==> config.mk <==
export PLATFORM = sky130hd
export DESIGN_NAME = bus_arbiter2_flat
export DESIGN_NICKNAME = d
export VERILOG_FILES = /design/src/rtl/bus_arbiter2_if.sv /design/src/rtl/bus_arbiter2.sv /design/src/flat_wrapper.sv
export SDC_FILE = /design/constraint.sdc
export NUM_CORES = 1
export LEC_CHECK = 0
export ABC_AREA = 1
export BUFFER_PORTS_ARGS = -buffer_cell sky130_fd_sc_hd__clkbuf_2
export CORE_MARGIN = 1
export CORE_UTILIZATION = 35
export CTS_CLUSTER_SIZE = 40
export DETAILED_ROUTE_END_ITERATION = 6
export GPL_TIMING_DRIVEN = 0
export PLACE_DENSITY = 0.79
export SYNTH_ARGS = -nofsm -noshare
export SYNTH_HDL_FRONTEND = slang
export SYNTH_SLANG_ARGS = --single-unit
==> constraint.sdc <==
create_clock -name clk -period 2.3 [get_ports clk]
set_input_delay 0.69 -clock clk [delete_from_list [all_inputs] [get_ports clk]]
set_output_delay 0.69 -clock clk [all_outputs]
set_load 0.01 [all_outputs]
==> src/rtl/bus_arbiter2_if.sv <==
// Shared-port bundle between two requesters and bus_arbiter2.
// master = requester side, slave = arbiter side.
interface bus_arbiter2_if #(
  parameter int N = 16
);
  logic         req0;
  logic         req1;
  logic [N-1:0] d0;
  logic [N-1:0] d1;
  logic         gnt0;
  logic         gnt1;
  logic         sel;
  logic [N-1:0] out;
  logic         out_valid;

  modport master (
    output req0, req1, d0, d1,
    input  gnt0, gnt1, sel, out, out_valid
  );

  modport slave (
    input  req0, req1, d0, d1,
    output gnt0, gnt1, sel, out, out_valid
  );
endinterface

==> src/rtl/bus_arbiter2.sv <==
// Two-requester round-robin arbiter with bounded tenure,
// driving the select of a shared 2:1 datapath mux.
module mux2 #(
  parameter int N = 16
) (
  input  logic [N-1:0] i_a,
  input  logic [N-1:0] i_b,
  input  logic         i_sel,
  output logic [N-1:0] o_y
);
  assign o_y = i_sel ? i_b : i_a;
endmodule

module bus_arbiter2 #(
  parameter int N        = 16,
  parameter int MAX_HOLD = 8
) (
  input  logic           clk,
  input  logic           rst_n,
  bus_arbiter2_if.slave  bus
);
  localparam int HW = (MAX_HOLD > 1) ? $clog2(MAX_HOLD) : 1;
  localparam logic [HW-1:0] HMAX = HW'(MAX_HOLD - 1);

  typedef enum logic [1:0] {
    IDLE,
    GRANT0,
    GRANT1
  } state_t;

  state_t        r_state;
  logic          r_last;
  logic [HW-1:0] r_hold;
  logic          r_gnt0;
  logic          r_gnt1;
  logic          r_sel;

  logic          w_pick0;
  logic          w_pick1;
  logic          w_sat;
  logic [N-1:0]  w_out;

  // Tie goes to whoever did not own the port last.
  assign w_pick0 = bus.req0 & (~bus.req1 | r_last);
  assign w_pick1 = bus.req1 & (~bus.req0 | ~r_last);
  assign w_sat   = (r_hold == HMAX);

  always_ff @(posedge clk) begin
    if (!rst_n) begin
      r_state <= IDLE;
      r_last  <= 1'b1;
      r_hold  <= '0;
      r_gnt0  <= 1'b0;
      r_gnt1  <= 1'b0;
      r_sel   <= 1'b0;
    end else begin
      unique case (r_state)
        IDLE: begin
          unique case (1'b1)
            w_pick0: begin
              r_state <= GRANT0;
              r_last  <= 1'b0;
              r_hold  <= '0;
              r_gnt0  <= 1'b1;
              r_sel   <= 1'b0;
            end
            w_pick1: begin
              r_state <= GRANT1;
              r_last  <= 1'b1;
              r_hold  <= '0;
              r_gnt1  <= 1'b1;
              r_sel   <= 1'b1;
            end
            default: ;
          endcase
        end
        GRANT0: begin
          if (bus.req1 && (!bus.req0 || w_sat)) begin
            r_state <= GRANT1;
            r_last  <= 1'b1;
            r_hold  <= '0;
            r_gnt0  <= 1'b0;
            r_gnt1  <= 1'b1;
            r_sel   <= 1'b1;
          end else if (!bus.req0) begin
            r_state <= IDLE;
            r_gnt0  <= 1'b0;
          end else if (!w_sat) begin
            r_hold  <= r_hold + 1'b1;
          end
        end
        GRANT1: begin
          if (bus.req0 && (!bus.req1 || w_sat)) begin
            r_state <= GRANT0;
            r_last  <= 1'b0;
            r_hold  <= '0;
            r_gnt1  <= 1'b0;
            r_gnt0  <= 1'b1;
            r_sel   <= 1'b0;
          end else if (!bus.req1) begin
            r_state <= IDLE;
            r_gnt1  <= 1'b0;
          end else if (!w_sat) begin
            r_hold  <= r_hold + 1'b1;
          end
        end
        default: begin
          r_state <= IDLE;
          r_gnt0  <= 1'b0;
          r_gnt1  <= 1'b0;
        end
      endcase
    end
  end

  mux2 #(.N(N)) u_mux (
    .i_a   (bus.d0),
    .i_b   (bus.d1),
    .i_sel (r_sel),
    .o_y   (w_out)
  );

  assign bus.gnt0      = r_gnt0;
  assign bus.gnt1      = r_gnt1;
  assign bus.sel       = r_sel;
  assign bus.out       = w_out;
  assign bus.out_valid = r_gnt0 | r_gnt1;
endmodule

==> src/flat_wrapper.sv <==
// flat-port wrapper written by rule: the top's interface ports become plain ports
module bus_arbiter2_flat 
#(
  parameter int N        = 16,
  parameter int MAX_HOLD = 8
)
  (clk, rst_n, bus_req0, bus_req1, bus_d0, bus_d1, bus_gnt0, bus_gnt1, bus_sel, bus_out, bus_out_valid);
  bus_arbiter2_if #(.N(N)) bus_i ();
  input  logic clk;
  input  logic rst_n;
  input wire logic [$bits(bus_i.req0)-1:0] bus_req0;
  input wire logic [$bits(bus_i.req1)-1:0] bus_req1;
  input wire logic [$bits(bus_i.d0)-1:0] bus_d0;
  input wire logic [$bits(bus_i.d1)-1:0] bus_d1;
  output wire logic [$bits(bus_i.gnt0)-1:0] bus_gnt0;
  output wire logic [$bits(bus_i.gnt1)-1:0] bus_gnt1;
  output wire logic [$bits(bus_i.sel)-1:0] bus_sel;
  output wire logic [$bits(bus_i.out)-1:0] bus_out;
  output wire logic [$bits(bus_i.out_valid)-1:0] bus_out_valid;
  assign bus_i.req0 = bus_req0;
  assign bus_i.req1 = bus_req1;
  assign bus_i.d0 = bus_d0;
  assign bus_i.d1 = bus_d1;
  assign bus_gnt0 = bus_i.gnt0;
  assign bus_gnt1 = bus_i.gnt1;
  assign bus_sel = bus_i.sel;
  assign bus_out = bus_i.out;
  assign bus_out_valid = bus_i.out_valid;
  bus_arbiter2 #(.N(N), .MAX_HOLD(MAX_HOLD)) u_core (.clk(clk), .rst_n(rst_n), .bus(bus_i));
endmodule
# Word level (Yosys, flattened, before mapping)

Index checks and enable logic that the tools add are counted.

$add $sub $neg: 1
Equal/unequal tests: 13
Multiplexer cells: 27
Bitwise gates (word level): 8
Reduce and logical (&&, ||, !) cells: 14

Operators with widths:

| kind                  | count |
|---|---|
| $mux W3               | 6 |
| $mux W16              | 1 |
| $ne A3 B2 Y1 const B  | 4 |
| $mux W1               | 9 |
| $pmux W1 S3           | 3 |
| $pmux W3 S3           | 1 |
| $reduce_and A3 Y1     | 3 |
| $mux W2               | 4 |
| $ne A2 B1 Y1 const B  | 4 |
| $reduce_and A4 Y1     | 2 |
| $pmux W2 S3           | 1 |
| $pmux W2 S2           | 1 |
| $add A3 B1 Y3 const B | 1 |
| $eq A3 B3 Y1 const B  | 1 |
| $ne A3 B1 Y1 const B  | 1 |
| $not A1 Y1            | 3 |
| $or A1 B1 Y1          | 3 |
| $reduce_bool A3 Y1    | 1 |
| $and A1 B1 Y1         | 2 |
| $eq A2 B1 Y1 const B  | 1 |
| $eq A2 B2 Y1 const B  | 1 |
| $logic_and A1 B1 Y1   | 2 |
| $logic_not A1 Y1      | 2 |
| $logic_not A2 Y1      | 1 |
| 4 further kinds       | 5 |

Bits in registers: 9
Input bits: 36
Word-level logic and storage cells: 69

# Longest topological paths before layout

Gate-level depths: netlist (run 1).

Depth after elaboration: 6
Gate-level depth with buffers: 10
Gate-level depth less buffers: 10

# Cells and area by module

From an unflattened synthesis (run 1), not the netlist that was laid out.

Cells, all modules: 143
Area total of the unflattened synthesis: 843.3 um^2

By module, submodules not included:

| module       | instances | cells each | area each (um^2) | sequential area each (um^2) |
|---|---|---|---|---|
| bus_arbiter2 | 1         | 91         | 599.3            | 180.2 |
| mux2         | 1         | 52         | 244.0            | 0.0 |

# Worst setup path after synthesis (run 1)

No wires, ideal clock.

Path type: register -> output
Start point: register u_core.r_sel, in the netlist u_core.bus.sel
End point: output bus_out[0]
Arrival time: 1.146 ns
Data required time: 1.610 ns
Path slack: 0.464 ns
Cell stages (with the launch flop): 4
Buffers on the path: 2
Path through: dfxtp_1 buf_2 buf_2 mux2_2

Word-level cells in the longest chain between the ends: 1

Ends and longest elaborated chain:

| element                | RTL line           | source |
|---|---|---|
| start, declared        | bus_arbiter2.sv:36 | `logic r_sel;` |
| start signal, assigned | bus_arbiter2.sv:55 | `r_sel <= 1'b0;` |
| start signal, assigned | bus_arbiter2.sv:65 | `r_sel <= 1'b0;` |
| start signal, assigned | bus_arbiter2.sv:72 | `r_sel <= 1'b1;` |
| $mux W16               | bus_arbiter2.sv:11 | `assign o_y = i_sel ? i_b : i_a;` |
| end, declared          | flat_wrapper.sv:18 | `output wire logic [$bits(bus_i.out)-1:0] bus_out;` |

Every way passes these cells.

# Worst setup path in the final report (run 1)

Start point: register u_core.r_sel, in the netlist u_core.bus.sel
End point: output bus_out[10]

Same word-level chain as after synthesis.

==> metrics.md, run 1 <==
| Metric | Value |
|---|---|
| Layout cells sized above 1 | 0.483 |
| Max Fclk | ~470 MHz |
| Die height | between 50 and 60 um |
| Vias in the first global route | 740 |
| R2R depth | 9 |
| Startpoint types | register |
| Placeable Area | approximately 2200 sq um |
| Reg area | 180 sq um |
| FF-to-FF Start | u_core.r_state[0]$_SDFFE_PN0P_ |
| Total leakage power | 0.646 nW |
| Setup Skew | 0.00243 ns |
| Num CTS Buffers | 3 |
| Initial antenna violation count | 0 |
| Worst Path Required | 1.61 ns |
| Row cnt | 17 |
| Post-Synth Simple-Gate Area | 0.350 |
| Top-count cell post-synth | nand2_1 |
| Hold buffer count at cts | 0 |
| Seq/Total Area, Yosys | 0.220 |
| Tmin final | around 2.1 ns |
| Critical Path AT | around 1.4 ns |
| Nets | about 220 |
| Post-synth top cells | nand2_1 (35), mux2_2 (16), inv_1 (13) |
| Max-slew violation count | 0 |
| GRT Util Overall | 0.178 |
| Post-synthesis compound-gate area fraction | 0.0474 |
| Synth Instances | 117 |
| Multi-input gate area | 568 sq um |
| Logic pwr share | 0.654 |
| Seq pwr share | 0.228 |
| Initial DRC count | 48 |
| Final Cycle Share | 0.923 |
| Via density | between 4 and 5 |
| WL per Instance | between 10 and 15 um |
| Switching share of power | 0.443 |
| Synth-to-Final Area Change | 39.9% |
| RSZ-0062 raised after global routing | false |
| Setup CP Type | reg -> out |
| DP Wirelength | approximately 1800 um |
| Distinct cells, synth | 17 |
| Drt total wl | approximately 2100 um |
| Final Hold Viols | 0 |
| Ys Warns | 0 |
| Status | finished clean |
| DRT Pass-1 Iters | 5 |
| Yosys reg bits | 9 |
| Adder-cell share of the synthesized area | 0.0765 |
| Post-synthesis mux area share | 0.220 |
| CTS max path bufs | 2 |
| DR DRC count | 0 |
| Setup crit start | u_core.bus.sel$_SDFFE_PN0P_ |
| First-pass GRT wire length | roughly 3300 um |
| Fin Setup TNS | 0 ns |
| DR vias | 927 |
| IO Port Bufs | 54 |
| Post-route cell area | 1140 sq um |
| Die footprint | 2540 sq um |
| Slew headroom | 0.769 |
| Switch Pwr | ~480 uW |
| PwrDens | approximately 950 nW/um^2 |
| Largest family of logic cells by synthesized area | simple AND/OR/NAND/NOR gates |
| Clk network pwr share | 0.118 |
| Max-cap viol count | 0 |
| Starting density of the core | 0.370 |
| Main synth FF type | dfxtp_1 |
| Slew @ Worst Pin | ~0.35 ns |
| Largest net degree at the start of global routing | 11 |
| Synthesized area per cell | between 6 and 7 sq um |
| Top cell type by total area after synthesis | dfxtp_1 |
| Mapped Area | around 800 sq um |
| Number of synthesized flops with an enable pin | 0 |
| Root Driver | clkbuf_4 |
| CP endpoint | bus_out[10] |
| Clock H-tree levels | 1 |
| Antenna diodes | 0 |
| Post-CTS Setup Bufs | 0 |
| CP endpoint kind | output pin |
| Placed cell areas | between 1000 and 1500 sq um |
| Top-area cell type share of the netlist area | 0.220 |
| IO Pins | 56 |
| Peak VDD IR | 0.510 mV |
| Worst skew pair latency | about 0.27 ns |
| Post-cts sizing count | 0 |
| FF-to-FF End | u_core.r_hold[0]$_SDFFE_PN0P_ |
| Worst hold path type | reg -> reg |
| Gr ovfl total | 0 |
| Die W | around 50 um |
| Reg2Reg Setup Slack | between 0.7 and 0.8 ns |
| Final antenna-violating net count | 0 |
| Fillers | 231 |
| GPL Wtd Cong | 0.840 |
| Critical path peak fanout | 17 |
| Mapped Nets | between 150 and 200 |
| CTS Sinks | 9 |
| XOR/XNOR Fraction of Synth Area | 0 |
| # setup viols final | 0 |
| Asr flop ratio synth | 0 |
| Internal | 605 uW |
| TritonCTS clock tree | done |
| Area contributors post-synth | dfxtp_1 (22%), mux2_2 (22%), nand2_1 (16%) |
| Clock-pin slew on the worst setup and hold paths | about 0.06 ns |
## power groups by stage
stage | combinational (mW) | sequential [mW] | clock (mW)
2_1_floorplan | 0.511 | 0.256 | 0
3_3_place_gp | 0.708 | 0.248 | 0
3_5_place_dp | 0.714 | 0.250 | 0
4_1_cts | 0.718 | 0.247 | 0.132
5_1_grt | 0.796 | 0.253 | 0.140
6_report | 0.711 | 0.248 | 0.128
## worst min-delay path by stage
stage                                            start                            to  slack [ns]  cells after the start
final                     u_core.bus.gnt1$_SDFFE_PN0P_  u_core.bus.gnt1$_SDFFE_PN0P_        0.47                      2
after global routing      u_core.bus.gnt1$_SDFFE_PN0P_  u_core.bus.gnt1$_SDFFE_PN0P_        0.49                      2
after floorplan             u_core.r_last$_SDFFE_PN1P_    u_core.r_last$_SDFFE_PN1P_        0.43                      2
after global placement    u_core.bus.gnt1$_SDFFE_PN0P_  u_core.bus.gnt1$_SDFFE_PN0P_        0.45                      2
after CTS                   u_core.r_last$_SDFFE_PN1P_    u_core.r_last$_SDFFE_PN1P_        0.47                      2
after detailed placement    u_core.r_last$_SDFFE_PN1P_    u_core.r_last$_SDFFE_PN1P_        0.45                      2
## cell usage in the layout, fill, tap and decap left out, types with 3 or more instances in the layout
| master | synthesis | routed |
|---|---|---|
| clkbuf_2 | 0 | 54 |
| nand2_1 | 35 | 35 |
| mux2_2 | 16 | 16 |
| inv_1 | 13 | 13 |
| nand3_1 | 11 | 11 |
| dfxtp_1 | 9 | 9 |
| nor2_1 | 7 | 7 |
| a21oi_1 | 6 | 6 |
| ha_1 | 5 | 5 |
| nand2_2 | 3 | 3 |
| clkbuf_4 | 0 | 3 |
## worst max-delay path, cell delays in order, from the launching register on
cell      delay (ns)
dfxtp_1         0.32
buf_2           0.33
mux2_2          0.39
clkbuf_2        0.13
## final cells by class
cell class,instances,share of cell area
plain buffers,2,0.0142
clock buffers,4,0.0230
inverters,13,0.0426
multi-input cells,92,0.496
flip-flops and latches,9,0.157
well taps,28,0.0306
repair buffers,54,0.236
## routing by layer
layer  vias to the layer above  GRT usage  share of wire
li1                        496          -              -
met1                       403      0.252           0.48
met2                        23      0.249           0.46
met3                         5     0.0273          0.036
met4                         0      0.111          0.026
met5                         -          0              0
## through the flow
stage | worst slack, ns | power (mW) | instances | hold WS, ns | util
final | 0.177 | 1.09 | 202 | 0.468 | 0.518
after global routing | 0.103 | 1.19 | 202 | 0.489 | 0.518
after CTS | 0.0520 | 1.10 | 203 | 0.471 | 0.520
after detailed placement | 0.350 | 0.965 | 199 | 0.454 | 0.508
after global placement | 0.353 | 0.956 | 199 | 0.447 | 0.508
after floorplan | 0.464 | 0.767 | 117 | 0.429 | -
## kinds of logic (layout without fill, tap and decap cells)
kind of cell             Yosys count  after routing
AO/OA/AOI/OAI                      7              7
adder cells (fa/ha/maj)            5              5
buffers and inverters             16             73
flip-flops                         9              9
multiplexers                      16             16
AND/OR/NAND/NOR                   64             64
## flip-flops by register name, summed over array words and instances (netlist names)
| signal | flops |
|---|---|
| u_core.bus.gnt1 | 1 |
| u_core.bus.sel | 1 |
| u_core.r_last | 1 |
| u_core.r_hold | 3 |
| u_core.r_state | 2 |
| u_core.bus.gnt0 | 1 |
(Power assumes the default switching activity.)
==> run 2, diff against run 1 <==
CELL_PAD_IN_SITES_DETAIL_PLACEMENT = 1   (was default)
CELL_PAD_IN_SITES_GLOBAL_PLACEMENT = 2   (was default)
CORE_UTILIZATION = 21   (was 35)
PLACE_DENSITY = 0.93   (was 0.79)
==> run 2 against run 1 <==
Net effect: critical path depth unchanged; clock-buffer cell count unchanged; worst setup slack improved by 0.048 ns; largest cell class unchanged; critical endpoint is now bus_out[15]; largest power group unchanged; critical path type unchanged; clock power rose by 45%.
==> metrics.md, run 2 (synthesis results as in run 1) <==
| Metric | Value |
|---|---|
| Max-cap viol count | 0 |
| Worst hold path type | reg -> reg |
| Most frequent cells in the layout | clkbuf_2 (54), nand2_1 (35), mux2_2 (16), inv_1 (13), nand3_1 (11) |
| Slew @ Worst Pin | roughly 0.35 ns |
| FF-to-FF End | u_core.r_hold[0]$_SDFFE_PN0P_ |
| Fillers | 482 |
| Layout cells sized above 1 | 0.483 |
| Largest net degree at the start of global routing | 11 |
| Max Fclk | 482 MHz |
| Switching share of power | 0.434 |
| DR vias | 978 |
| Max incr delay on CP | about 0.38 ns |
| Final Hold Viols | 0 |
| FF-to-FF Start | u_core.r_state[1]$_SDFFE_PN0P_ |
| CTS Sinks | 9 |
| Nets | about 220 |
| Buf/Inv on CP | 2 |
| Critical-path cell list | buf_2, mux2_2, clkbuf_2 |
| TritonCTS clock tree | done |
| Root Driver | clkbuf_8 |
| Max-slew violation count | 0 |
| Biggest regs | u_core.r_hold: 3 flops, u_core.r_state: 2 flops |
| Post-CTS Setup Bufs | 0 |
| Dpl ws | approximately 0.32 ns |
| Die height | 64.4 um |
| Row cnt | 22 |
| DR DRC count | 0 |
| Initial antenna violation count | 0 |
| IO Port Bufs | 54 |
| # setup viols final | 0 |
| Final Cycle Share | 0.902 |
| Tmin final | 2.07 ns |
| Vias in the first global route | between 1000 and 1500 |
| Drt total wl | roughly 2500 um |
| Hold path start | u_core.bus.gnt1$_SDFFE_PN0P_ |
| Reg2Reg Setup Slack | 0.69 ns |
| First-pass GRT wire length | 4190 um |
| Critical-path top delay cell | mux2_2 |
| Peak VDD IR | around 0.36 mV |
| Worst skew pair latency | approximately 0.23 ns |
| Initial DRC count | 11 |
| IO Pins | 56 |
| Seq pwr share | 0.215 |
| Placeable Area | ~3700 sq um |
| Die W | approximately 64 um |
| Clock H-tree levels | 1 |
| CP endpoint kind | output pin |
| Synth-to-Final Area Change | 45.3% |
| Clock-pin slew on the worst setup and hold paths | 0.04 ns |
| Fin Setup TNS | 0 ns |
| Setup CP Type | reg -> out |
| Switch Pwr | about 500 uW |
| DRT Pass-1 Iters | 4 |
| Clk network pwr share | 0.159 |
| CP delay by family, top | buffers and inverters |
| Worst Path Required | roughly 1.6 ns |
| Via density | between 4 and 5 |
| GRT Util Overall | 0.127 |
| Commonest non-fill, non-tap cell in the layout | clkbuf_2 |
| Status | finished clean |
| Hold buffer count at cts | 0 |
| RSZ-0062 raised after global routing | false |
| Critical path peak fanout | 17 |
| Logic pwr share | 0.626 |
| Die footprint | slightly above 4000 sq um |
| Critical Path AT | 1.38 ns |
| R2R depth | 9 |
| Gr ovfl total | 0 |
| CTS max path bufs | 2 |
| Max reg flops | 3 |
| Internal | approximately 660 uW |
| Total leakage power | 0.653 nW |
| Hold path depth | 2 |
| Final antenna-violating net count | 0 |
| Slew headroom | 0.769 |
| GPL Wtd Cong | 0.782 |
| WL per Instance | 11.1 um |
| Most flops, register | u_core.r_hold |
| DP Wirelength | 2170 um |
| Starting density of the core | 0.222 |
| Startpoint types | register |
| Worst Hold Path EP | u_core.bus.gnt1$_SDFFE_PN0P_ |
| Setup Skew | a little over 0.006 ns |
| Antenna diodes | 0 |
| PwrDens | approximately 980 nW/um^2 |
| Final worst setup slack | between 0.2 and 0.25 ns |
| Num CTS Buffers | 3 |
## run 2: per-layer routing
metal	track usage	routed length, um	vias up
met3	0.0264	120	0
li1	-	-	494
met2	0.243	1280	31
met4	0.0250	0	0
met5	0	0	-
met1	0.141	1070	453
## run 2: what timing repair did
action | in CTS | in global routing
endpoints found under the setup margin | 0 | 2
hold endpoints to repair | 0 | 0
gates resized for setup | 0 | 0
## run 2: area by class of cell
| cell class | count | area [sq um] | area share |
|---|---|---|---|
| multi-input cells | 92 | 568 | 0.478 |
| repair buffers | 54 | 270 | 0.227 |
| flip-flops and latches | 9 | 180 | 0.152 |
| well taps | 48 | 60.1 | 0.0505 |
| inverters | 13 | 48.8 | 0.0411 |
| clock buffers | 4 | 45.0 | 0.0379 |
| plain buffers | 2 | 16.3 | 0.0137 |
## run 2: worst max path at each step
| stage | endpoint | start | slack [ns] | cells past startpoint |
|---|---|---|---|---|
| final | bus_out[15] | u_core.bus.sel$_SDFFE_PN0P_ | 0.23 | 3 |
| after global routing | bus_out[13] | u_core.bus.sel$_SDFFE_PN0P_ | 0.11 | 3 |
| after floorplan | bus_out[0] | u_core.bus.sel$_SDFFE_PN0P_ | 0.46 | 3 |
| after CTS | bus_out[13] | u_core.bus.sel$_SDFFE_PN0P_ | 0.07 | 4 |
| after detailed placement | bus_out[13] | u_core.bus.sel$_SDFFE_PN0P_ | 0.32 | 4 |
| after global placement | bus_out[11] | u_core.bus.sel$_SDFFE_PN0P_ | 0.34 | 4 |
## run 2: power groups by stage
stage,clock [mW],combinational (mW),sequential [mW]
after global routing,0.202,0.831,0.261
after detailed placement,0,0.746,0.254
after global placement,0,0.726,0.252
after floorplan,0,0.511,0.256
final,0.186,0.729,0.250
after CTS,0.191,0.749,0.251
## run 2: through the flow
| stage | cell area [sq um] | cells | total power [mW] | utilization | hold WS (ns) |
|---|---|---|---|---|---|
| 2_1_floorplan | 818 | 117 | 0.767 | - | 0.429 |
| 5_1_grt | 1190 | 222 | 1.29 | 0.322 | 0.509 |
| 3_5_place_dp | 1150 | 219 | 1.00 | 0.311 | 0.462 |
| 3_3_place_gp | 1150 | 219 | 0.978 | 0.311 | 0.456 |
| 4_1_cts | 1190 | 223 | 1.19 | 0.324 | 0.471 |
| 6_report | 1190 | 222 | 1.16 | 0.322 | 0.460 |
## run 2: worst reg2reg max path, delay by kind of cell, from the launching register on
family          cells  cell delay, ns
flops               1            0.36
simple gates        6            0.57
compound gates      1            0.25
buf+inv             1            0.10
fa+ha+maj           1            0.27
